===== src/rtl/stall_fifo_param_if.sv =====
// Handshake/data bundle between the upstream stage, the stall buffer and the downstream stage.
// The write side drives in_*, stall and flush; the buffer side drives out_* and the status flags.
interface stall_fifo_param_if #(
  parameter int DATA_W = 32,
  parameter int DEPTH  = 8
);
  localparam int CNT_W = $clog2(DEPTH) + 1;

  logic [DATA_W-1:0] in_data;
  logic              in_valid;
  logic              stall;
  logic              flush;
  logic [DATA_W-1:0] out_data;
  logic              out_valid;
  logic              full;
  logic              almost_full;
  logic              empty;
  logic [CNT_W-1:0]  count;
  logic              overflow_err;

  modport master (
    output in_data, in_valid, stall, flush,
    input  out_data, out_valid, full, almost_full, empty, count, overflow_err
  );

  modport slave (
    input  in_data, in_valid, stall, flush,
    output out_data, out_valid, full, almost_full, empty, count, overflow_err
  );
endinterface


===== src/rtl/stall_fifo_param.sv =====
// Stall buffer between two pipeline stages: soaks up words while stalled, drains them in order.
// Circular storage with wrapping pointers; all flags decode from the registered count.
module stall_fifo_param #(
  parameter int DATA_W       = 32,
  parameter int DEPTH        = 8,
  parameter int AFULL_THRESH = DEPTH - 2
) (
  input  logic               clk,
  input  logic               reset,
  stall_fifo_param_if.slave  bus
);
  localparam int CNT_W = $clog2(DEPTH) + 1;
  localparam int PTR_W = $clog2(DEPTH);

  logic [DATA_W-1:0] mem [DEPTH];
  logic [PTR_W-1:0]  rd_ptr;
  logic [PTR_W-1:0]  wr_ptr;
  logic [CNT_W-1:0]  count;
  logic [DATA_W-1:0] out_data;
  logic              out_valid;
  logic              overflow_err;
  logic              full;
  logic              empty;
  logic              almost_full;
  logic              wr_en;

  assign full        = (count == CNT_W'(DEPTH));
  assign empty       = (count == '0);
  assign almost_full = (count >= CNT_W'(AFULL_THRESH));

  // Words enter storage while stalled (if room) or while draining; bypass never touches it.
  assign wr_en = !reset && !bus.flush && bus.in_valid && (bus.stall ? !full : !empty);

  always_ff @(posedge clk) begin
    if (reset || bus.flush) begin
      rd_ptr       <= '0;
      wr_ptr       <= '0;
      count        <= '0;
      out_data     <= '0;
      out_valid    <= 1'b0;
      overflow_err <= 1'b0;
    end else if (bus.stall) begin
      out_valid <= 1'b0;
      if (bus.in_valid) begin
        if (!full) begin
          wr_ptr <= wr_ptr + PTR_W'(1);
          count  <= count + CNT_W'(1);
        end else begin
          overflow_err <= 1'b1;
        end
      end
    end else if (!empty) begin
      out_data  <= mem[rd_ptr];
      out_valid <= 1'b1;
      rd_ptr    <= rd_ptr + PTR_W'(1);
      // A concurrent write refills the slot just read, so occupancy stays put.
      if (bus.in_valid) wr_ptr <= wr_ptr + PTR_W'(1);
      else              count  <= count - CNT_W'(1);
    end else begin
      out_valid <= bus.in_valid;
      if (bus.in_valid) out_data <= bus.in_data;
    end
  end

  // Storage is not reset; a read of the slot being written returns the old word.
  always_ff @(posedge clk) begin
    if (wr_en) mem[wr_ptr] <= bus.in_data;
  end

  assign bus.out_data     = out_data;
  assign bus.out_valid    = out_valid;
  assign bus.full         = full;
  assign bus.almost_full  = almost_full;
  assign bus.empty        = empty;
  assign bus.count        = count;
  assign bus.overflow_err = overflow_err;
endmodule


===== src/flat_wrapper.sv =====
// flat-port wrapper written by rule: the top's interface ports become plain ports
module stall_fifo_param_flat 
#(
  parameter int DATA_W       = 32,
  parameter int DEPTH        = 8,
  parameter int AFULL_THRESH = DEPTH - 2
)
  (clk, reset, bus_in_data, bus_in_valid, bus_stall, bus_flush, bus_out_data, bus_out_valid, bus_full, bus_almost_full, bus_empty, bus_count, bus_overflow_err);
  stall_fifo_param_if #(.DATA_W(DATA_W), .DEPTH(DEPTH)) bus_i ();
  input  logic clk;
  input  logic reset;
  input wire logic [$bits(bus_i.in_data)-1:0] bus_in_data;
  input wire logic [$bits(bus_i.in_valid)-1:0] bus_in_valid;
  input wire logic [$bits(bus_i.stall)-1:0] bus_stall;
  input wire logic [$bits(bus_i.flush)-1:0] bus_flush;
  output wire logic [$bits(bus_i.out_data)-1:0] bus_out_data;
  output wire logic [$bits(bus_i.out_valid)-1:0] bus_out_valid;
  output wire logic [$bits(bus_i.full)-1:0] bus_full;
  output wire logic [$bits(bus_i.almost_full)-1:0] bus_almost_full;
  output wire logic [$bits(bus_i.empty)-1:0] bus_empty;
  output wire logic [$bits(bus_i.count)-1:0] bus_count;
  output wire logic [$bits(bus_i.overflow_err)-1:0] bus_overflow_err;
  assign bus_i.in_data = bus_in_data;
  assign bus_i.in_valid = bus_in_valid;
  assign bus_i.stall = bus_stall;
  assign bus_i.flush = bus_flush;
  assign bus_out_data = bus_i.out_data;
  assign bus_out_valid = bus_i.out_valid;
  assign bus_full = bus_i.full;
  assign bus_almost_full = bus_i.almost_full;
  assign bus_empty = bus_i.empty;
  assign bus_count = bus_i.count;
  assign bus_overflow_err = bus_i.overflow_err;
  stall_fifo_param #(.DATA_W(DATA_W), .DEPTH(DEPTH), .AFULL_THRESH(AFULL_THRESH)) u_core (.clk(clk), .reset(reset), .bus(bus_i));
endmodule

===== config.mk =====
export PLATFORM = sky130hd
export DESIGN_NAME = stall_fifo_param_flat
export DESIGN_NICKNAME = d
export VERILOG_FILES = /design/src/rtl/stall_fifo_param_if.sv /design/src/rtl/stall_fifo_param.sv /design/src/flat_wrapper.sv
export SDC_FILE = /design/constraint.sdc
export NUM_CORES = 1
export LEC_CHECK = 0
export BUFFER_PORTS_ARGS = -buffer_cell sky130_fd_sc_hd__buf_2
export CORE_UTILIZATION = 40
export CTS_BUF_LIST = sky130_fd_sc_hd__clkbuf_4 sky130_fd_sc_hd__clkbuf_8
export DETAILED_ROUTE_END_ITERATION = 10
export GPL_ROUTABILITY_DRIVEN = 0
export PLACE_DENSITY_LB_ADDON = 0.05
export SLEW_MARGIN = 20
export SYNTH_ARGS = -nofsm -noshare
export SYNTH_HDL_FRONTEND = slang
export SYNTH_SLANG_ARGS = --single-unit

===== constraint.sdc =====
create_clock -name clk -period 11.2 [get_ports clk]
set_input_delay 1.68 -clock clk [delete_from_list [all_inputs] [get_ports clk]]
set_output_delay 1.68 -clock clk [all_outputs]
set_load 0.05 [all_outputs]

* Yosys cells after proc, flatten, opt, wreduce, memory -nomap -nowiden
Memory sizes are Yosys's and may differ from the RTL's. A register that Yosys moved wholly into a read port is not among the register bits.
Index checks and enable logic that the tools add are counted.
W data, S select, Z words.
** Operators by class
- Reduce and logical (&&, ||, !) cells :: 16
- Bitwise operators :: 2
- Muxes and demuxes :: 18
- Eq/ne operators :: 6
- Magnitude comparators :: 1
- Add/subtract/negate cells :: 4
** Operator list (number)
- $mux W32 :: 2
- $mux W3 :: 7
- $mux W4 :: 5
- $ne A2 B2 Y1 const B :: 4
- $reduce_and A4 Y1 :: 2
- $add A3 B1 Y3 const B :: 2
- $add A4 B1 Y4 const B :: 1
- $eq A4 B4 Y1 const B :: 1
- $ge A4 B3 Y1 const B :: 1
- $logic_not A1 Y1 :: 4
- $logic_not A4 Y1 :: 1
- $mux W1 :: 4
- $reduce_and A2 Y1 :: 2
- $sub A4 B1 Y4 const B :: 1
- $logic_and A1 B1 Y1 :: 3
- $reduce_and A3 Y1 :: 1
- $ne A2 B1 Y1 const B :: 1
- $not A1 Y1 :: 2
- $reduce_bool A2 Y1 :: 1
- $reduce_or A2 Y1 :: 1
- $logic_or A1 B1 Y1 :: 1
** Word-level totals
- Input bits :: 37
- Memory bits (writable) :: 256
- Memories :: 1
- Register bits :: 44
** Memory list
- u_core.mem :: depth 8, width 32, rd ports 1, clocked after Yosys merged registers in 1, write ports 1, RTL line stall_fifo_param.sv:15 : logic [DATA_W-1:0] mem [DEPTH];

* Depth between registers and ports, before layout
- Depth after elaboration :: 6
- Mapped depth :: 7

* Least setup slack after synthesis
No wires, ideal clock.
- Kind :: input to register
- Start point :: input port bus_in_valid
- End point :: memory u_core.mem[0][0], enable pin
- Path buffers :: 1
- Data arrival time :: 5.633 ns
- Required time :: 10.699 ns
- Library setup time :: 0.501 ns
- Stages on the path :: 4
- Setup slack :: 5.065 ns
- Path through :: clkbuf_1 > o21ai_0 > or2_2 > nor4_1
** On the way
- Word-level cells in the longest chain between the ends :: 4
** Ends and longest elaborated chain
- start: declaration :: RTL line flat_wrapper.sv:13 : input wire logic [$bits(bus_i.in_valid)-1:0] bus_in_valid;
- $logic_and A1 B1 Y1 (2 in a row) :: RTL line stall_fifo_param.sv:32 : assign wr_en = !reset && !bus.flush && bus.in_valid && (bus.stall ? !full : !empty);
- $mux W1 :: RTL line stall_fifo_param.sv:67 : if (wr_en) mem[wr_ptr] <= bus.in_data;
- $mux W1 (implied by the code) :: RTL line stall_fifo_param.sv:67
- end: declaration :: RTL line stall_fifo_param.sv:15
No other way between the ends.

* Final worst setup path
- Start point :: register u_core.count[0] (netlist: u_core.bus.count[0])
- End point :: output port bus_empty
** On the way
- Word-level cells in the longest chain between the ends :: 1
** Ends and longest elaborated chain
- start: declaration :: RTL line stall_fifo_param.sv:18 : logic [CNT_W-1:0] count;
- start signal: assignment :: RTL line stall_fifo_param.sv:47 : count <= count + CNT_W'(1);
- start signal: assignment :: RTL line stall_fifo_param.sv:58 : else count <= count - CNT_W'(1);
- $logic_not A4 Y1 :: RTL line stall_fifo_param.sv:28 : assign empty = (count == '0);
- end: declaration :: RTL line flat_wrapper.sv:20 : output wire logic [$bits(bus_i.empty)-1:0] bus_empty;
No other way between the ends.

==> run summary <==
The HPWL after detailed placement came out at 14800 µm. The number of iterations in the first detailed-routing pass is 4. The length in cells of the worst reg-to-reg path is 8.

The clock root buffer master is sky130_fd_sc_hd__clkbuf_8. The share of the clock period used by the worst path after layout came out at 37.9%. Once detail routing completed, the nets flagged for antenna violations numbered 0. The via count of the first global-routing pass was 6869. The setup slack of the most critical reg-to-reg path is 8270 ps. The sequential share of power came out at 52.5%. The clock share of power is 42.4%. The kind of cell with the highest combined delay on the critical path is buffers and inverters. The count of yosys warnings during synthesis is 0.

Before CTS, the worst setup slack after placement is 7160 ps. In this run, the combinational gates consume 5.1% of the power. In this run the worst hold path is classified as register to register. TritonCTS built the clock tree. The iteration-0 DRC count of the detailed router is 294. The total power came out at 2.36 mW. The final antenna diode count is 0. The number of DRC violations after detailed routing came out at 0.

The core occupancy in the finished layout is 47.5%. Measured against its own limit, the worst slew margin works out to 33.0%. Summing all placed instances gives a cell area of 12600 µm². For the worst setup path, the data required time is 9520 ps. The site row count came out at 62. The die covers 30200 µm². STA puts the critical path data arrival time at 2560 ps.

Post-CTS repair changed the size of 0 cells. The highest clock rate came out at 0.236 GHz. The initial core utilization came out at 40.8%.

In the final routed layout, each cell accounts on average for 21.9 µm. The number of enable flip-flop cells after synthesis came out at 256. The total standard cell area after synthesis is 11800 µm². The cell count after synthesis is 662.

The clock-pin slew on the worst setup and hold paths is 60 ps. The analysis attributes to net switching a power of 0.529 mW. Setup repair after global routing left no endpoint under its margin.

The final count of hold timing violations came out at 0. The end point of the worst hold path is u_core.bus.overflow_err. The quantity of hold-fixing buffers added after cts came out at 0. Dividing total power by cell area gives a power density of 172 nW/µm². The die height came out at 174 µm. The cell area after layout is 13700 µm².

The leakage power total is 4.38 nW. For the pin with the worst max-slew slack, the measured transition is 1000 ps. The clock latency of the later-clocked register in the worst-skew pair is 560 ps.

The worst setup slack after layout came out at 6960 ps. The count of pins on the block boundary came out at 78. For this run, the slowest stage of the critical path takes 540 ps. In the synthesized netlist the dominant register cell turns out to be sky130_fd_sc_hd__edfxtp_1. The run finished with clean final reports.

IR analysis of the VDD net gives a maximum drop of 106 µV. The core area came out at 28900 µm². Entering global routing, the biggest net connects 48 pins. The most numerous cell type found on the critical path is sky130_fd_sc_hd__buf_4. The total clock buffers created by CTS is 51. The post-route worst hold slack is 479 ps. The floorplan step set the die width to 174 µm. Walking the worst path, the cells encountered are or4_1 -> buf_4 -> clkinv_2 -> buf_4 -> buf_2. The mean area per synthesized cell is 17.8 µm². The all-layer global routing usage is 17.8%. The count of buffering cells on the critical path with inverters included is 4. In this run the most critical hold path is launched from u_core.bus.overflow_err. The total negative slack came out at 0 ps. From synthesis to final layout, the design area changed by 16.3%. The worst setup path is launched from a register. In the routed layout, each cell is associated on average with a via count of 5.29. The final max-slew violation count came to 0. The internal power came out at 1.83 mW. The number of input and output port buffers inserted came out at 77. Summed over all layers, the routed wires come to 26200 µm. The worst hold path passes through 2 cells.

The maximum buffer depth of the clock tree is 3. The post-synthesis cell type count is 44. The total of flip-flops plus latches after synthesis is 303.

By startpoint and endpoint, the worst setup path is classified as register to output port. In this run, placement finished with an instance count of 1099. The final global-route overflow total came out at 0. After synthesis, flip-flops and latches occupy 73.2% of the total area. The first global-routing pass estimated 40800 µm of wire. The initial antenna violation count is 0. The number of clock sinks came out at 303. The total via count in the routed design came out at 6323. The final critical-path required period is 4240 ps.

The final clock skew came out at 16.6 ps. Setup violations remaining at the end of the flow were counted as 0. The number of buffers inserted to repair setup after CTS is 0. The endpoint identified for the worst register-to-register timing path is u_core.bus.out_data[28]. The async set-or-reset flop fraction in the synthesized netlist is 0%.

The switching power as a share of total power came out at 22.4%. The number of standard cells in the layout, taps in and fillers out is 1196. The net total in the final layout is 812. The type of destination of the critical path is an output port. The net count of the mapped netlist came out at 704. In this run the critical register-to-register path is launched from u_core.bus.count[0]. In the final layout, the share of cells above drive strength 1 is 32.1%. The number of max-capacitance violations reported came out at 0. Along the worst path, the maximum fanout reaches 33. The cell at the slowest stage of the critical path is sky130_fd_sc_hd__or4_1. The number of H-tree levels came out at 2.
-- layout by cell type, fill, tap and decap left out, types with 7 or more instances in the layout --
| cell type | Yosys | layout |
|---|---|---|
| sky130_fd_sc_hd__edfxtp_1 | 256 | 256 |
| sky130_fd_sc_hd__buf_2 | 16 | 77 |
| sky130_fd_sc_hd__mux2i_1 | 71 | 71 |
| sky130_fd_sc_hd__clkbuf_8 | 0 | 58 |
| sky130_fd_sc_hd__dfxtp_1 | 47 | 44 |
| sky130_fd_sc_hd__mux4_2 | 39 | 39 |
| sky130_fd_sc_hd__a21oi_1 | 33 | 33 |
| sky130_fd_sc_hd__o21ai_0 | 28 | 28 |
| sky130_fd_sc_hd__clkbuf_4 | 0 | 21 |
| sky130_fd_sc_hd__nand2_1 | 20 | 20 |
| sky130_fd_sc_hd__buf_4 | 6 | 17 |
| sky130_fd_sc_hd__nor3_1 | 17 | 15 |
| sky130_fd_sc_hd__nor2_1 | 21 | 14 |
| sky130_fd_sc_hd__a211oi_2 | 14 | 14 |
| sky130_fd_sc_hd__a22oi_1 | 13 | 13 |
| sky130_fd_sc_hd__a221oi_1 | 13 | 13 |
| sky130_fd_sc_hd__clkinv_1 | 0 | 7 |
-- worst max-delay path by stage --
| stage | endpoint | slack, ps | depth (start not counted) | startpoint |
|---|---|---|---|---|
| floorplan | u_core.mem[0][0] | 5070 | 4 | bus_in_valid |
| global placement | u_core.mem[6][11] | 7230 | 5 | bus_stall |
| detailed placement | u_core.mem[6][6] | 7160 | 5 | bus_stall |
| CTS | bus_empty | 6930 | 5 | u_core.bus.count[0] |
| global route | bus_empty | 6870 | 5 | u_core.bus.count[0] |
| finish | bus_empty | 6960 | 5 | u_core.bus.count[0] |
-- power by group through the flow --
stage | Clock, mW | Combinational, mW | Sequential, mW
after floorplan | 0 | 0.0562 | 1.28
after global placement | 0 | 0.119 | 1.26
after detailed placement | 0 | 0.121 | 1.26
after CTS | 1.03 | 0.121 | 1.24
after global routing | 1.08 | 0.129 | 1.24
final | 1.00 | 0.119 | 1.24
-- cells by family (layout without fill, tap and decap cells) --
logic type	after synthesis	count (layout)	share of synthesized area, %
flip-flops	303	303	73.2
AO/OA/AOI/OAI	117	117	7.01
multiplexers	112	112	13.7
AND/OR/NAND/NOR	75	75	2.92
buffers and inverters	44	194	2.17
XOR/XNOR	6	6	0.446
adder cells (fa/ha/maj)	5	5	0.594
-- per-layer routing --
layer  wire length, µm  track usage [%]
met4               533             5.48
met5                 0                0
met3              1020             3.27
met2             12900             29.7
met1             11800             23.7
-- cell usage after synthesis (all sizes together), types with 2 or more instances --
| cell | n | share of area (%) |
|---|---|---|
| nor3 | 17 | 0.72 |
| nor2 | 21 | 0.67 |
| xor2 | 3 | 0.22 |
| o221ai | 3 | 0.22 |
| mux2i | 71 | 6.0 |
| a221oi | 13 | 0.97 |
| a21oi | 34 | 1.5 |
| a31oi | 2 | 0.16 |
| ha | 4 | 0.42 |
| o211ai | 2 | 0.13 |
| buf | 28 | 1.6 |
| or2 | 2 | 0.11 |
| nand3 | 4 | 0.17 |
| mux4 | 39 | 7.5 |
| a21o | 2 | 0.13 |
| inv | 2 | 0.064 |
| nand2 | 21 | 0.69 |
| dfxtp | 47 | 8.0 |
| a22oi | 13 | 0.83 |
| mux2 | 2 | 0.19 |
| clkbuf | 13 | 0.42 |
| o21ai | 31 | 1.4 |
| xnor2 | 3 | 0.22 |
| edfxtp | 256 | 65 |
| nor2b | 3 | 0.16 |
| a211oi | 16 | 1.6 |
| nor4 | 2 | 0.11 |
-- flip-flops by register name, summed over array words and instances, names as in the netlist, named ones only --
name,flops
u_core.mem,256
u_core.rd_ptr,3
u_core.bus.count,4
u_core.bus.overflow_err,1
u_core.wr_ptr,3
u_core.bus.out_valid,1
u_core.bus.out_data,32
-- worst min-delay path, cell delays in order, from the launching register on --
cell and delay [ps]:
sky130_fd_sc_hd__dfxtp_1 330, sky130_fd_sc_hd__a31oi_1 40, sky130_fd_sc_hd__nor2_1 70
-- final cells by class --
class	instances	area [µm²]
clock buffers	79	956
clock inverters	16	106
fillers	2537	15100
inverters	3	12.5
multi-input cells	315	2970
flip-flops and latches	303	8630
well taps	384	480
repair buffers	96	553
Power figures use the tool's default switching activity.
